`config.mk`:
```
export PLATFORM = sky130hd
export DESIGN_NAME = fifo_packet_writer
export DESIGN_NICKNAME = d
export VERILOG_FILES = /design/src/rtl/fifo_packet_writer.sv
export SDC_FILE = /design/constraint.sdc
export NUM_CORES = 1
export LEC_CHECK = 0
export ABC_CLOCK_PERIOD_IN_PS = 2430
export CAP_MARGIN = 20
export CORE_MARGIN = 4
export CORE_UTILIZATION = 50
export DETAILED_ROUTE_END_ITERATION = 7
export GPL_TIMING_DRIVEN = 0
export PLACE_DENSITY = 0.84
export SYNTH_ARGS = -nofsm -noshare
export SYNTH_HDL_FRONTEND = slang
export SYNTH_SLANG_ARGS = --single-unit
```
`constraint.sdc`:
```
create_clock -name clock -period 2.43 [get_ports clock]
set_input_delay 0.486 -clock clock [delete_from_list [all_inputs] [get_ports clock]]
set_output_delay 0.486 -clock clock [all_outputs]
set_load 0.02 [all_outputs]
```
`src/rtl/fifo_packet_writer.sv`:
```
// rtl/fifo_packet_writer.sv - write-side packet producer for the dual-clock word buffer
//
// Purpose:
//    Turns one start command (base, length) into a framed packet of 16-bit
//    words pushed into the buffer write port: header {8'hA5, length[7:0]},
//    payload base+i for i = 0..length-1, then the 16-bit modulo sum of the
//    payload as a trailer. Writes stall while buffer_full is high.
//
// Ports:
//    clock        in   write-domain clock
//    reset        in   synchronous, active-high reset
//    start        in   command strobe, accepted only in IDLE
//    base         in   first payload word, latched on an accepted start
//    length       in   payload word count, latched on an accepted start
//    buffer_full  in   buffer full flag; blocks the write enable
//    data_1_en    out  buffer write enable (combinational on buffer_full)
//    data_1       out  word offered to the buffer
//    busy         out  packet in flight (HEADER, PAYLOAD, TRAILER)
//    done         out  one-cycle pulse after the trailer is accepted
//    words_sent   out  words accepted for the current or last packet

module fifo_packet_writer #(
   parameter int LEN_WIDTH = 8
) (
   input  logic                 clock,
   input  logic                 reset,
   input  logic                 start,
   input  logic [15:0]          base,
   input  logic [LEN_WIDTH-1:0] length,
   input  logic                 buffer_full,
   output logic                 data_1_en,
   output logic [15:0]          data_1,
   output logic                 busy,
   output logic                 done,
   output logic [LEN_WIDTH:0]   words_sent
);

   localparam logic [2:0] IDLE    = 3'd0;
   localparam logic [2:0] HEADER  = 3'd1;
   localparam logic [2:0] PAYLOAD = 3'd2;
   localparam logic [2:0] TRAILER = 3'd3;
   localparam logic [2:0] DONE    = 3'd4;

   localparam logic [LEN_WIDTH-1:0] LEN_ONE  = LEN_WIDTH'(1);
   localparam logic [LEN_WIDTH:0]   SENT_ONE = (LEN_WIDTH + 1)'(1);

   logic [2:0]           state;
   logic [15:0]          base_q;
   logic [LEN_WIDTH-1:0] len_q;
   logic [LEN_WIDTH-1:0] count;
   logic [15:0]          checksum;
   logic [15:0]          checksum_next;
   logic [15:0]          data_q;
   logic [7:0]           len8;
   logic                 accept;

   // Header carries the length zero-extended or truncated to 8 bits.
   generate
      if (LEN_WIDTH >= 8) begin : g_len_trunc
         assign len8 = length[7:0];
      end else begin : g_len_ext
         assign len8 = {{(8 - LEN_WIDTH){1'b0}}, length};
      end
   endgenerate

   assign busy      = (state == HEADER) || (state == PAYLOAD) || (state == TRAILER);
   assign done      = (state == DONE);
   assign data_1_en = busy && !buffer_full;
   assign accept    = data_1_en;
   assign data_1    = data_q;

   // data_q already holds the payload word being accepted, so the running
   // sum can absorb it directly; on the last payload word this sum is the
   // trailer.
   assign checksum_next = checksum + data_q;

   always_ff @(posedge clock) begin
      if (reset) begin
         state      <= IDLE;
         base_q     <= '0;
         len_q      <= '0;
         count      <= '0;
         checksum   <= '0;
         data_q     <= '0;
         words_sent <= '0;
      end else begin
         case (state)
            IDLE: begin
               if (start) begin
                  base_q     <= base;
                  len_q      <= length;
                  count      <= '0;
                  checksum   <= '0;
                  words_sent <= '0;
                  data_q     <= {8'hA5, len8};
                  state      <= HEADER;
               end
            end

            HEADER: begin
               if (accept) begin
                  words_sent <= words_sent + SENT_ONE;
                  if (len_q == '0) begin
                     data_q <= 16'h0000;
                     state  <= TRAILER;
                  end else begin
                     data_q <= base_q;
                     state  <= PAYLOAD;
                  end
               end
            end

            PAYLOAD: begin
               if (accept) begin
                  words_sent <= words_sent + SENT_ONE;
                  checksum   <= checksum_next;
                  if (count == len_q - LEN_ONE) begin
                     data_q <= checksum_next;
                     state  <= TRAILER;
                  end else begin
                     data_q <= data_q + 16'h0001;
                     count  <= count + LEN_ONE;
                  end
               end
            end

            TRAILER: begin
               if (accept) begin
                  words_sent <= words_sent + SENT_ONE;
                  state      <= DONE;
               end
            end

            DONE: begin
               // data_1 keeps the trailer during DONE and returns to zero in IDLE.
               data_q <= 16'h0000;
               state  <= IDLE;
            end

            default: begin
               data_q <= 16'h0000;
               state  <= IDLE;
            end
         endcase
      end
   end

endmodule

```
Word level (Yosys, flattened, before mapping)

Cells that the tools add are included.

Output and inout bits: 28
Bits of input ports: 28
Bits in registers: 76
Word-level logic and storage cells: 63

Muxes and demuxes: 23
Equality and inequality tests: 12
Reduce and logical (&&, ||, !) cells: 15
Bitwise logic cells: 1
Add/sub/neg operators: 5

Operators by type and width:

| operator                                         | count |
|---|---|
| 2-to-1 mux 16 bit                                | 7 |
| one-hot mux 16 bit (4 select lines)              | 1 |
| one-hot mux 16 bit (2 select lines)              | 1 |
| 2-to-1 mux 8 bit                                 | 3 |
| 2-to-1 mux 9 bit                                 | 2 |
| one-hot mux 9 bit (2 select lines)               | 1 |
| adder 16 x 1 -> 16 bit, second input constant    | 1 |
| adder 16 bit                                     | 1 |
| one-hot mux 8 bit (2 select lines)               | 1 |
| 2-to-1 mux 3 bit                                 | 5 |
| one-hot mux 3 bit (4 select lines)               | 1 |
| != test 2 bit, second input constant             | 5 |
| adder 9 x 1 -> 9 bit, second input constant      | 1 |
| adder 8 x 1 -> 8 bit, second input constant      | 1 |
| == test 8 bit                                    | 1 |
| zero test 8 bit                                  | 1 |
| AND reduction 4 bit                              | 2 |
| subtractor 8 x 1 -> 8 bit, second input constant | 1 |
| == test 3 x 2 -> 1 bit, second input constant    | 2 |
| AND reduction 3 bit                              | 2 |
| AND reduction 5 bit                              | 1 |
| != test 2 x 1 -> 1 bit, second input constant    | 2 |
| nonzero test 2 bit                               | 2 |
| == test 3 x 1 -> 1 bit, second input constant    | 1 |
| other kinds (9)                                  | 10 |

Depth between registers and ports, before layout

Gate-level depths: netlist of the first run.

Word-level depth: 6
Gate-level depth with buffers: 11
Depth with buffers taken out: 10

Worst setup path before layout of the first run

Ideal clock, no wire load.

Path kind: reg2reg
From: register data_q[12], in the netlist data_1[12]
To: register checksum[15]
Stages on the path, launching flop included: 8
Clock period less this slack: 2.463 ns
Data required time: 2.356 ns
Arrival: 2.389 ns
Path buffers: 0
Path slack: -0.033 ns
Library setup time: 0.074 ns
Cell sequence: dfxtp_1 -> ha_1 -> a21o_1 -> a211o_1 -> a211o_1 -> a311o_1 -> or4_1 -> a31oi_1

Cells in the longest elaborated chain, start to end: 3

RTL lines:

| what                                | line | RTL |
|---|---|---|
| start: declaration                  | 53   | `logic [15:0] data_q;` |
| start signal: assignment            | 95   | `data_q <= {8'hA5, len8};` |
| start signal: assignment            | 107  | `data_q <= base_q;` |
| start signal: assignment            | 118  | `data_q <= checksum_next;` |
| adder 16 bit                        | 75   | `assign checksum_next = checksum + data_q;` |
| 2-to-1 mux 16 bit                   | 114  | `if (accept) begin` |
| one-hot mux 16 bit (2 select lines) | 87   | `case (state)` |
| end signal: assignment              | 116  | `checksum <= checksum_next;` |
| end: declaration                    | 51   | `logic [15:0] checksum;` |

Every way passes these cells. The select of a mux whose other input is x is not followed.
A chain may end at the register's enable or synchronous reset.

Worst setup path after layout of the first run

From: register data_q[2], in the netlist data_1[2]
To: register checksum[15]

Same word-level chain as after synthesis.

==> metrics.csv, run 1 <==
metric,value,unit
highest_layer,met4,
worst_ep_arrival_time,2.70,ns
placed_cells,735,
setup_viol,0,
leakage,2.17,nW
synth_seq_cells,76,
irDropWorstVdd,0.429,mV
total_power,3.63,mW
dp_hpwl,9630,um
synth.area.top_cells,"dfxtp_1 33%, nand2_1 7.0%, a21oi_1 6.6%",
nets,694,
rows,34,
synth_seq_area_share,33.5,%
p_int,2.37,mW
vias_per_cell,6.24,
cp_num_buf_inv,0,
status,finished clean,
cts_buffer_depth,2,
wl,13500,um
grt_overflow,0,
synth_compound_area_share,26.2,%
finalCriticalPeriod,2.42,ns
cts_max_level,3,
placed_cell_area,5230,um^2
fp.coreArea,8810,um^2
clock_skew,0.00900,ns
netlist_area,4550,um^2
fillCellCount,724,
synth_edf_count,0,
period_share,99.6,%
cts_root_buffer,clkbuf_8,
synthFlopType,dfxtp_1,
cts_hold_buf,0,
drtPass1Iterations,6,
synth_area_leader_cell,dfxtp_1,
end_kind,flip-flop,
grt_max_degree,14,
swShare,34.8,%
grt_antenna_before_repair,0,
synth_warnings,0,
hold_viol,0,
tightestPinTransition,0.990,ns
critPathTopFamily,compound AO/OA/AOI/OAI gates,
syn_nets,622,
max_cap_violations,0,
cts_tree,yes,
track_usage,25.1,%
critPathMaxFanout,9,
final_cells,758,
synth_top_family_by_area,compound AO/OA/AOI/OAI gates,
antennaDiodeCount,0,
power_frac_comb,30.0,%
clk_latency,0.35,ns
rsz0062_at_grt,true,
power_frac_seq,40.7,%
relSlewSlack,33.5,%
synth.top_cell.area_share,33.5,%
die_w,103,um
dr_total_vias,4729,
fmax,413,MHz
first_iter_violations,365,
syn_avg_cell_area,7.94,um^2
drc,0,
postRouteAntennaNets,0,
die_area,10700,um^2
hold_path.class,reg -> reg,
path_cells,ha_4 -> o21ai_1 -> o21ba_2 -> a211o_1 -> and3_1 -> a311o_1 -> or4_1 -> a31oi_1,
cts_buffers,9,
switchingPower,1.26,mW
cpPeakStageDelay,0.41,ns
routed-wl-met2,6600,um
wl_met3,948,um
yosys.area_share.adder,5.94,%
port_buffers,54,
syn_inst,573,
gp_congestion,0.952,
design_area,5770,um^2
grt_pass1_wl,21200,um
synth.distinct_cells,59,
io_pins,56,
dieHeight,103,um
path_class,reg -> reg,
wire_per_inst,17.8,um
crit_slowest_cell,or4_1,
drive_above_1_share,12.9,%
p_clk_share,29.3,%
clock-sinks,76,
async_flop_share,0,%
yosys.area_share.simple,21.3,%
crit_required,2.71,ns
muxShareOfSynthArea,1.32,%
grt_pass1_vias,4386,
clkTransAtPathRegs,0.08,ns
power_density,629,nW/um^2
wl_met1,5600,um
slew_violations,0,
synthXorXnorAreaFrac,8.09,%
start_util,51.6,%
startpoint_type,flip-flop,
syn_to_final_growth,27.0,%
==> worst register-to-register path: stages, from the launching register on <==
cell and delay, ns:
dfxtp_4 0.40, ha_4 0.29, o21ai_1 0.09, o21ba_2 0.22, a211o_1 0.31, and3_1 0.16, a311o_1 0.33, or4_1 0.41
a31oi_1 0.14
==> sequential cells by signal, summed over array words and instances (netlist names) <==
name / count
len_q: 8
count: 8
state: 3
checksum: 16
base_q: 16
data_1: 16
words_sent: 9
==> Yosys cell counts, types with 6 or more instances <==
library cell  number
nor2_1            50
o21ai_0           27
xnor2_1           24
nor3_1            14
inv_1              9
a21oi_1           60
and3_1             7
a21o_1             9
xor2_1            18
dfxtp_1           76
ha_1              20
nand4_1           11
nand2_1           85
nand3_1           14
mux2i_1            6
o21a_1             8
clkbuf_1          22
a22o_1             6
a22oi_1           21
a221oi_1           7
==> repair_timing <==
action | 4_1_cts | 5_1_grt
endpoints found under the setup margin | 36 | 36
gates cloned | 0 | 1
setup buffers | 3 | 4
gates resized for setup | 31 | 38
pin swaps | 3 | 11
endpoints found under the hold margin | 0 | 0
==> placed cells by master (no fill, tap or decap), drive strengths merged, types with 4 or more instances in the layout <==
cell type / count
xor2: 18
buf: 16
nand2: 85
a22oi: 21
clkbuf: 31
ha: 20
and3: 7
dfxtp: 76
mux2i: 6
nor3: 15
inv: 9
o21ai: 29
a221oi: 7
a22o: 6
a31oi: 5
a21o: 9
a211oi: 4
and2: 4
nor2b: 4
a21oi: 60
or3: 5
a31o: 5
o21a: 8
nor2: 50
nand4: 11
nand3: 14
xnor2: 24
clkdlybuf4s50: 53
a211o: 4
==> power by group through the flow <==
| stage | Clock, mW | Combinational [mW] | Sequential, mW |
|---|---|---|---|
| 3_5_place_dp | 0 | 0.973 | 1.49 |
| 2_1_floorplan | 0 | 0.611 | 1.50 |
| 4_1_cts | 1.07 | 1.02 | 1.47 |
| 3_3_place_gp | 0 | 0.944 | 1.48 |
| 5_1_grt | 1.13 | 1.18 | 1.49 |
| 6_report | 1.06 | 1.09 | 1.48 |
==> cell families after synthesis <==
| kind of cell | Yosys count |
|---|---|
| AND/OR/NAND/NOR | 208 |
| buffers and inverters | 39 |
| AO/OA/AOI/OAI | 181 |
| flip-flops | 76 |
| XOR/XNOR | 42 |
| multiplexers | 6 |
| adder cells (fa/ha/maj) | 21 |
==> layout make-up <==
type	count	area [um^2]	share of cell area, %
Inverter	9	33.8	0.585
Tap cell	108	135	2.34
Clock buffer	10	128	2.21
Multi-Input combinational cell	458	3090	53.5
Buffer	29	136	2.36
Clock inverter	6	88.8	1.54
Sequential cell	76	1550	26.9
Timing Repair Buffer	62	607	10.5
==> per-layer routing <==
layer | GRT usage [%] | vias to the layer above
met5 | 0 | -
met4 | 7.07 | 0
met3 | 5.10 | 53
met2 | 43.1 | 231
met1 | 31.9 | 2211
li1 | - | 2234
==> metrics by stage <==
step / util (%) / setup WS [ns] / TNS, ns / hold WS, ns
6_report: 65.6 / 0.0107 / 0 / 0.463
3_3_place_gp: 59.3 / -0.276 / -4.30 / 0.447
5_1_grt: 65.6 / -0.0787 / -0.125 / 0.488
2_1_floorplan: - / 0.00217 / 0 / 0.436
4_1_cts: 63.6 / 0.00156 / 0 / 0.463
3_5_place_dp: 59.3 / -0.302 / -6.64 / 0.453
==> path summary, 6_finish.rpt <==
kind	slack [ns]	from	end	cells after the start
worst max-delay path	0.01	data_1[2]$_SDFFE_PP0P_	checksum[15]$_SDFFE_PP0P_	8
worst min register to register	0.46	base_q[6]$_SDFFE_PP0P_	base_q[6]$_SDFFE_PP0P_	2
worst max register to register	0.01	data_1[2]$_SDFFE_PP0P_	checksum[15]$_SDFFE_PP0P_	8
worst min-delay path	0.46	base_q[6]$_SDFFE_PP0P_	base_q[6]$_SDFFE_PP0P_	2
Power figures use the tool's default switching activity.
==> inputs of run 2 (changes only) <==
--- a/config.mk
+++ b/config.mk
@@ -9,6 +9,7 @@
 export CAP_MARGIN = 20
 export CORE_MARGIN = 4
 export CORE_UTILIZATION = 50
+export CTS_BUF_LIST = sky130_fd_sc_hd__clkbuf_16
 export DETAILED_ROUTE_END_ITERATION = 7
 export GPL_TIMING_DRIVEN = 0
 export PLACE_DENSITY = 0.84
==> run 2 against run 1 <==
Against the previous run: first-iteration DRC count rose by 28%; clock power rose by 34%; cell area rose by 3.1%; critical path depth did not move; the flow now finishes with violations (negative setup slack); global-route usage rose by 0.80 points; die area did not move; hold slack got worse by 0.0038 ns; final cell count rose by 1.1%; sequential power barely moved; sequential share of layout area fell by 0.78 points; largest power group unchanged; critical path type unchanged; fmax fell by 0.47%; total power rose by 11%.
==> metrics.csv, run 2 (same netlist as run 1, synthesis figures left out) <==
metric,value,unit
status,"finished, violations left",
violations,negative setup slack,
cts_tree,yes,
reg2regPathDepth,8,
drive_above_1_share,14.6,%
end_kind,flip-flop,
rsz0062_at_grt,true,
crit_required,2.69,ns
track_usage,25.9,%
fmax,411,MHz
first_iter_violations,466,
grt_max_degree,14,
dp_hpwl,9630,um
final_util,67.6,%
cts_max_level,3,
grt_overflow,0,
layout_commonest_cell,nand2_1,
cts_root_buffer,clkbuf_16,
critPathMaxFanout,6,
port_buffers,54,
drtPass1Iterations,8,
die_w,103,um
final_cell_mix,"85 x nand2_1, 61 x dfxtp_1, 57 x a21oi_1",
placed_cells,735,
period_share,100,%
tightestPinTransition,1.04,ns
start_util,51.6,%
leakage,2.27,nW
fp.coreArea,8810,um^2
nets,702,
startpoint_type,flip-flop,
path_class,reg -> reg,
min_to,base_q[6]$_SDFFE_PP0P_,
grt_use_met2,45.6,%
io_pins,56,
grt.busiest_layer,met2,
grt_pass1_wl,21900,um
cts_hold_buf,0,
grt_antenna_before_repair,0,
clkTransAtPathRegs,0.06,ns
fin_setup_tns,-0.000833,ns
cts_buffer_depth,2,
gp_congestion,0.952,
postRouteAntennaNets,0,
die_area,10700,um^2
clock_skew,0.00875,ns
drc,0,
dr_total_vias,4813,
timing.rr.start,data_1[1]$_SDFFE_PP0P_,
finalCriticalPeriod,2.43,ns
grtUsageMet1,32.7,%
rrSetupSlack,-0.0008,ns
relSlewSlack,29.7,%
wire_per_inst,18.6,um
met3_usage,5.16,%
vias_per_cell,6.28,
antennaDiodeCount,0,
r2r_end,checksum[15]$_SDFFE_PP0P_,
slew_violations,0,
hold_viol,0,
worst_ep_arrival_time,2.69,ns
irDropWorstVdd,0.528,mV
cts_buffers,9,
hold_path.class,reg -> reg,
rows,34,
final_cells,766,
holdWs,0.459,ns
max_cap_violations,0,
grt_pass1_vias,4468,
clk_latency,0.33,ns
hold_depth,2,
power_density,678,nW/um^2
syn_to_final_growth,30.9,%
clock-sinks,76,
wl,14300,um
dieHeight,103,um
layout_setup_ws,-0.000833,ns
hold_start,base_q[6]$_SDFFE_PP0P_,
setup_viol,1,
run 2: cell types whose count changed in the layout (fill, tap and decap cells not counted), moves of 2 or more:
cell	delta
buf_4	+7
clkbuf_16	+9
clkbuf_8	-9
inv_1	+2
run 2: metrics by stage:
stage | worst slack, ns | total power [mW] | area (um^2)
after floorplan | 0.00217 | 2.11 | 4550
after global placement | -0.276 | 2.43 | 5230
after detailed placement | -0.302 | 2.46 | 5230
after CTS | 0.00198 | 3.93 | 5720
after global routing | -0.0823 | 4.20 | 5950
final | -0.000833 | 4.04 | 5950
run 2: area by class of cell:
cell class,instances,area [um^2]
multi-input combinational,458,3100
fill,698,2850
sequential,76,1560
timing repair buffer,70,671
clock buffer,9,225
buffer,29,140
tap,108,135
clock inverter,7,92.6
inverter,9,33.8
run 2: routing by layer:
| metal | share of wire (%) | up-vias |
|---|---|---|
| met4 | 2.6 | 0 |
| met3 | 7.8 | 42 |
| met1 | 40 | 2288 |
| met2 | 49 | 229 |
| li1 | - | 2254 |
| met5 | 0 | - |
run 2: timing repair:
action,in CTS,in global routing
endpoints found under the setup margin,36,38
pin swaps,3,15
cloned,0,1
buffers inserted,3,12
gates resized for setup,28,45
run 2: how the worst max path moves through the flow:
stage / startpoint / endpoint / slack (ns) / cells past startpoint
2_1_floorplan: data_1[3]$_SDFFE_PP0P_ / checksum[15]$_SDFFE_PP0P_ / 0.002 / 8
3_3_place_gp: start / words_sent[8]$_SDFFE_PP0P_ / -0.28 / 8
3_5_place_dp: len_q[0]$_SDFFE_PP0P_ / data_1[8]$_SDFFE_PP0P_ / -0.30 / 11
4_1_cts: data_1[3]$_SDFFE_PP0P_ / checksum[15]$_SDFFE_PP0P_ / 0.002 / 8
5_1_grt: len_q[1]$_SDFFE_PP0P_ / count[3]$_SDFFE_PP0P_ / -0.08 / 11
6_report: data_1[1]$_SDFFE_PP0P_ / checksum[15]$_SDFFE_PP0P_ / -0.0008 / 8
run 2: worst max-delay path, cell delays in order (launching register included):
cell and delay, ns:
dfxtp_4 0.37, ha_4 0.28, a211oi_2 0.08, o21ba_2 0.23, a211o_1 0.35, and3_1 0.16
a311o_1 0.30, or4_1 0.41, a31oi_1 0.17
run 2: power breakdown:
part,internal [mW],total (mW),switching [mW]
Combinational,0.469,1.14,0.667
Clock,0.895,1.42,0.530
Sequential,1.34,1.47,0.133
==> inputs of run 3 (changes only) <==
--- a/config.mk
+++ b/config.mk
@@ -8,11 +8,11 @@
 export ABC_CLOCK_PERIOD_IN_PS = 2430
 export CAP_MARGIN = 20
 export CORE_MARGIN = 4
-export CORE_UTILIZATION = 50
+export CORE_UTILIZATION = 30
 export CTS_BUF_LIST = sky130_fd_sc_hd__clkbuf_16
 export DETAILED_ROUTE_END_ITERATION = 7
 export GPL_TIMING_DRIVEN = 0
-export PLACE_DENSITY = 0.84
+export PLACE_DENSITY = 0.58
 export SYNTH_ARGS = -nofsm -noshare
 export SYNTH_HDL_FRONTEND = slang
 export SYNTH_SLANG_ARGS = --single-unit
==> run 3 against run 2 <==
Against the previous run: the run now ends clean; routed wire length up 1.7%; sequential cell count unchanged; via count is 3.6% lower; core utilization decreased by 27 points; global-route usage shrank 9.5 points; total power fell by 3.3%; clock-buffer cell count stayed put; largest cell class unchanged; largest power group unchanged.
==> metrics.csv, run 3 (same netlist as run 1, synthesis figures left out) <==
metric,value,unit
dieHeight,131,um
track_usage,16.4,%
placed_cells,811,
start_util,30.9,%
p_clk_share,33.7,%
max_cap_violations,0,
die_area,17200,um^2
cts_max_level,3,
grt_pass1_vias,4445,
finalCriticalPeriod,2.41,ns
first_iter_violations,335,
tightestPinTransition,1.10,ns
antennaDiodeCount,0,
critPathMaxFanout,7,
grt_antenna_before_repair,0,
final_cell_mix,"85 x nand2_1, 61 x dfxtp_1, 57 x a21oi_1",
clock-sinks,76,
hold_viol,0,
multi_input_area,3110,um^2
total_power,3.90,mW
end_kind,flip-flop,
placed_cell_area,5320,um^2
drive_above_1_share,14.0,%
power_frac_comb,28.3,%
gp_congestion,0.878,
p_int,2.58,mW
cts_root_buffer,clkbuf_16,
port_buffers,54,
wire_per_inst,17.3,um
crit_required,2.70,ns
grt_pass1_wl,23200,um
fp.coreArea,14700,um^2
fillCellCount,1478,
path_class,reg -> reg,
fmax,416,MHz
dp_hpwl,10400,um
leakage,2.22,nW
grt_overflow,0,
cts_buffer_depth,2,
die_w,131,um
startpoint_type,flip-flop,
rows,44,
period_share,99.0,%
io_pins,56,
power_density,652,nW/um^2
drc,0,
cts_buffers,9,
swShare,33.8,%
switchingPower,1.32,mW
status,finished clean,
wl,14500,um
nets,699,
fin_setup_tns,0,ns
irDropWorstVdd,0.421,mV
clk_latency,0.34,ns
clkTransAtPathRegs,0.06,ns
final_cells,839,
hold_path.class,reg -> reg,
drtPass1Iterations,5,
ff_latch_area,1560,um^2
postRouteAntennaNets,0,
dr_total_vias,4638,
relSlewSlack,25.8,%
power_frac_seq,38.0,%
design_area,5980,um^2
rsz0062_at_grt,true,
setup_viol,0,
worst_ep_arrival_time,2.67,ns
clock_skew,0.00476,ns
layout_commonest_cell,nand2_1,
grt_max_degree,13,
slew_violations,0,
syn_to_final_growth,31.6,%
vias_per_cell,5.53,
cts_tree,yes,
run 3: cell count changes in the layout (fill, tap and decap cells not counted), moves of 2 or more:
cell	before	now
ha_1	9	7
xnor2_1	22	24
ha_4	8	10
xnor2_2	2	0
buf_6	5	2
clkinv_1	0	2
run 3: repair_timing:
item                       4_1_cts  5_1_grt
resized for setup               38       32
hold buffers                     0        0
pin swaps                        4       12
setup endpoints to repair       40       38
setup buffers                    5        8
run 3: final timing paths:
path / endpoint / slack (ns) / cells past startpoint / startpoint
max reg2reg: checksum[15]$_SDFFE_PP0P_ / 0.02 / 8 / data_1[4]$_SDFFE_PP0P_
min reg2reg: base_q[3]$_SDFFE_PP0P_ / 0.46 / 2 / base_q[3]$_SDFFE_PP0P_
min: base_q[3]$_SDFFE_PP0P_ / 0.46 / 2 / base_q[3]$_SDFFE_PP0P_
max: checksum[15]$_SDFFE_PP0P_ / 0.02 / 8 / data_1[4]$_SDFFE_PP0P_
run 3: final cells by class:
type                    count  share of cell area [%]
plain buffers              29                    2.28
clock buffers               9                    3.76
clock inverters             7                   0.983
inverters                   9                   0.565
multi-input cells         458                    51.9
flip-flops and latches     76                    26.0
well taps                 184                    3.85
repair buffers             67                    10.6
run 3: power groups by stage:
stage / clock network, mW / registers (mW) / logic [mW]
floorplan: 0 / 1.50 / 0.611
global placement: 0 / 1.49 / 0.972
detailed placement: 0 / 1.49 / 0.989
finish: 1.31 / 1.48 / 1.10
CTS: 1.34 / 1.48 / 1.04
global route: 1.39 / 1.50 / 1.20
run 3: critical path, cell delays in order, from the launching register on:
cell and delay [ns]:
dfxtp_2 0.36, ha_1 0.36, o211a_1 0.24, nor3_2 0.16
a211o_1 0.21, nand2_1 0.07, a311o_1 0.35, or4_1 0.41
a31oi_1 0.15
run 3: per-stage QoR:
stage / worst slack, ns / hold WS (ns) / util [%]
after floorplan: 0.00217 / 0.436 / -
after global placement: -0.359 / 0.452 / 36.2
after detailed placement: -0.420 / 0.457 / 36.2
after CTS: 0.00546 / 0.465 / 39.4
after global routing: -0.0187 / 0.492 / 40.7
final: 0.0236 / 0.462 / 40.7
run 3: metal layers:
metal	global-route usage [%]	wire length [um]	vias to the layer above	part of all wire, %
met1	21.1	6700	2259	46
met5	0	0	-	0
met2	27.5	6940	120	48
met3	4.36	710	13	4.9
met4	4.26	164	0	1.1
li1	-	-	2246	-
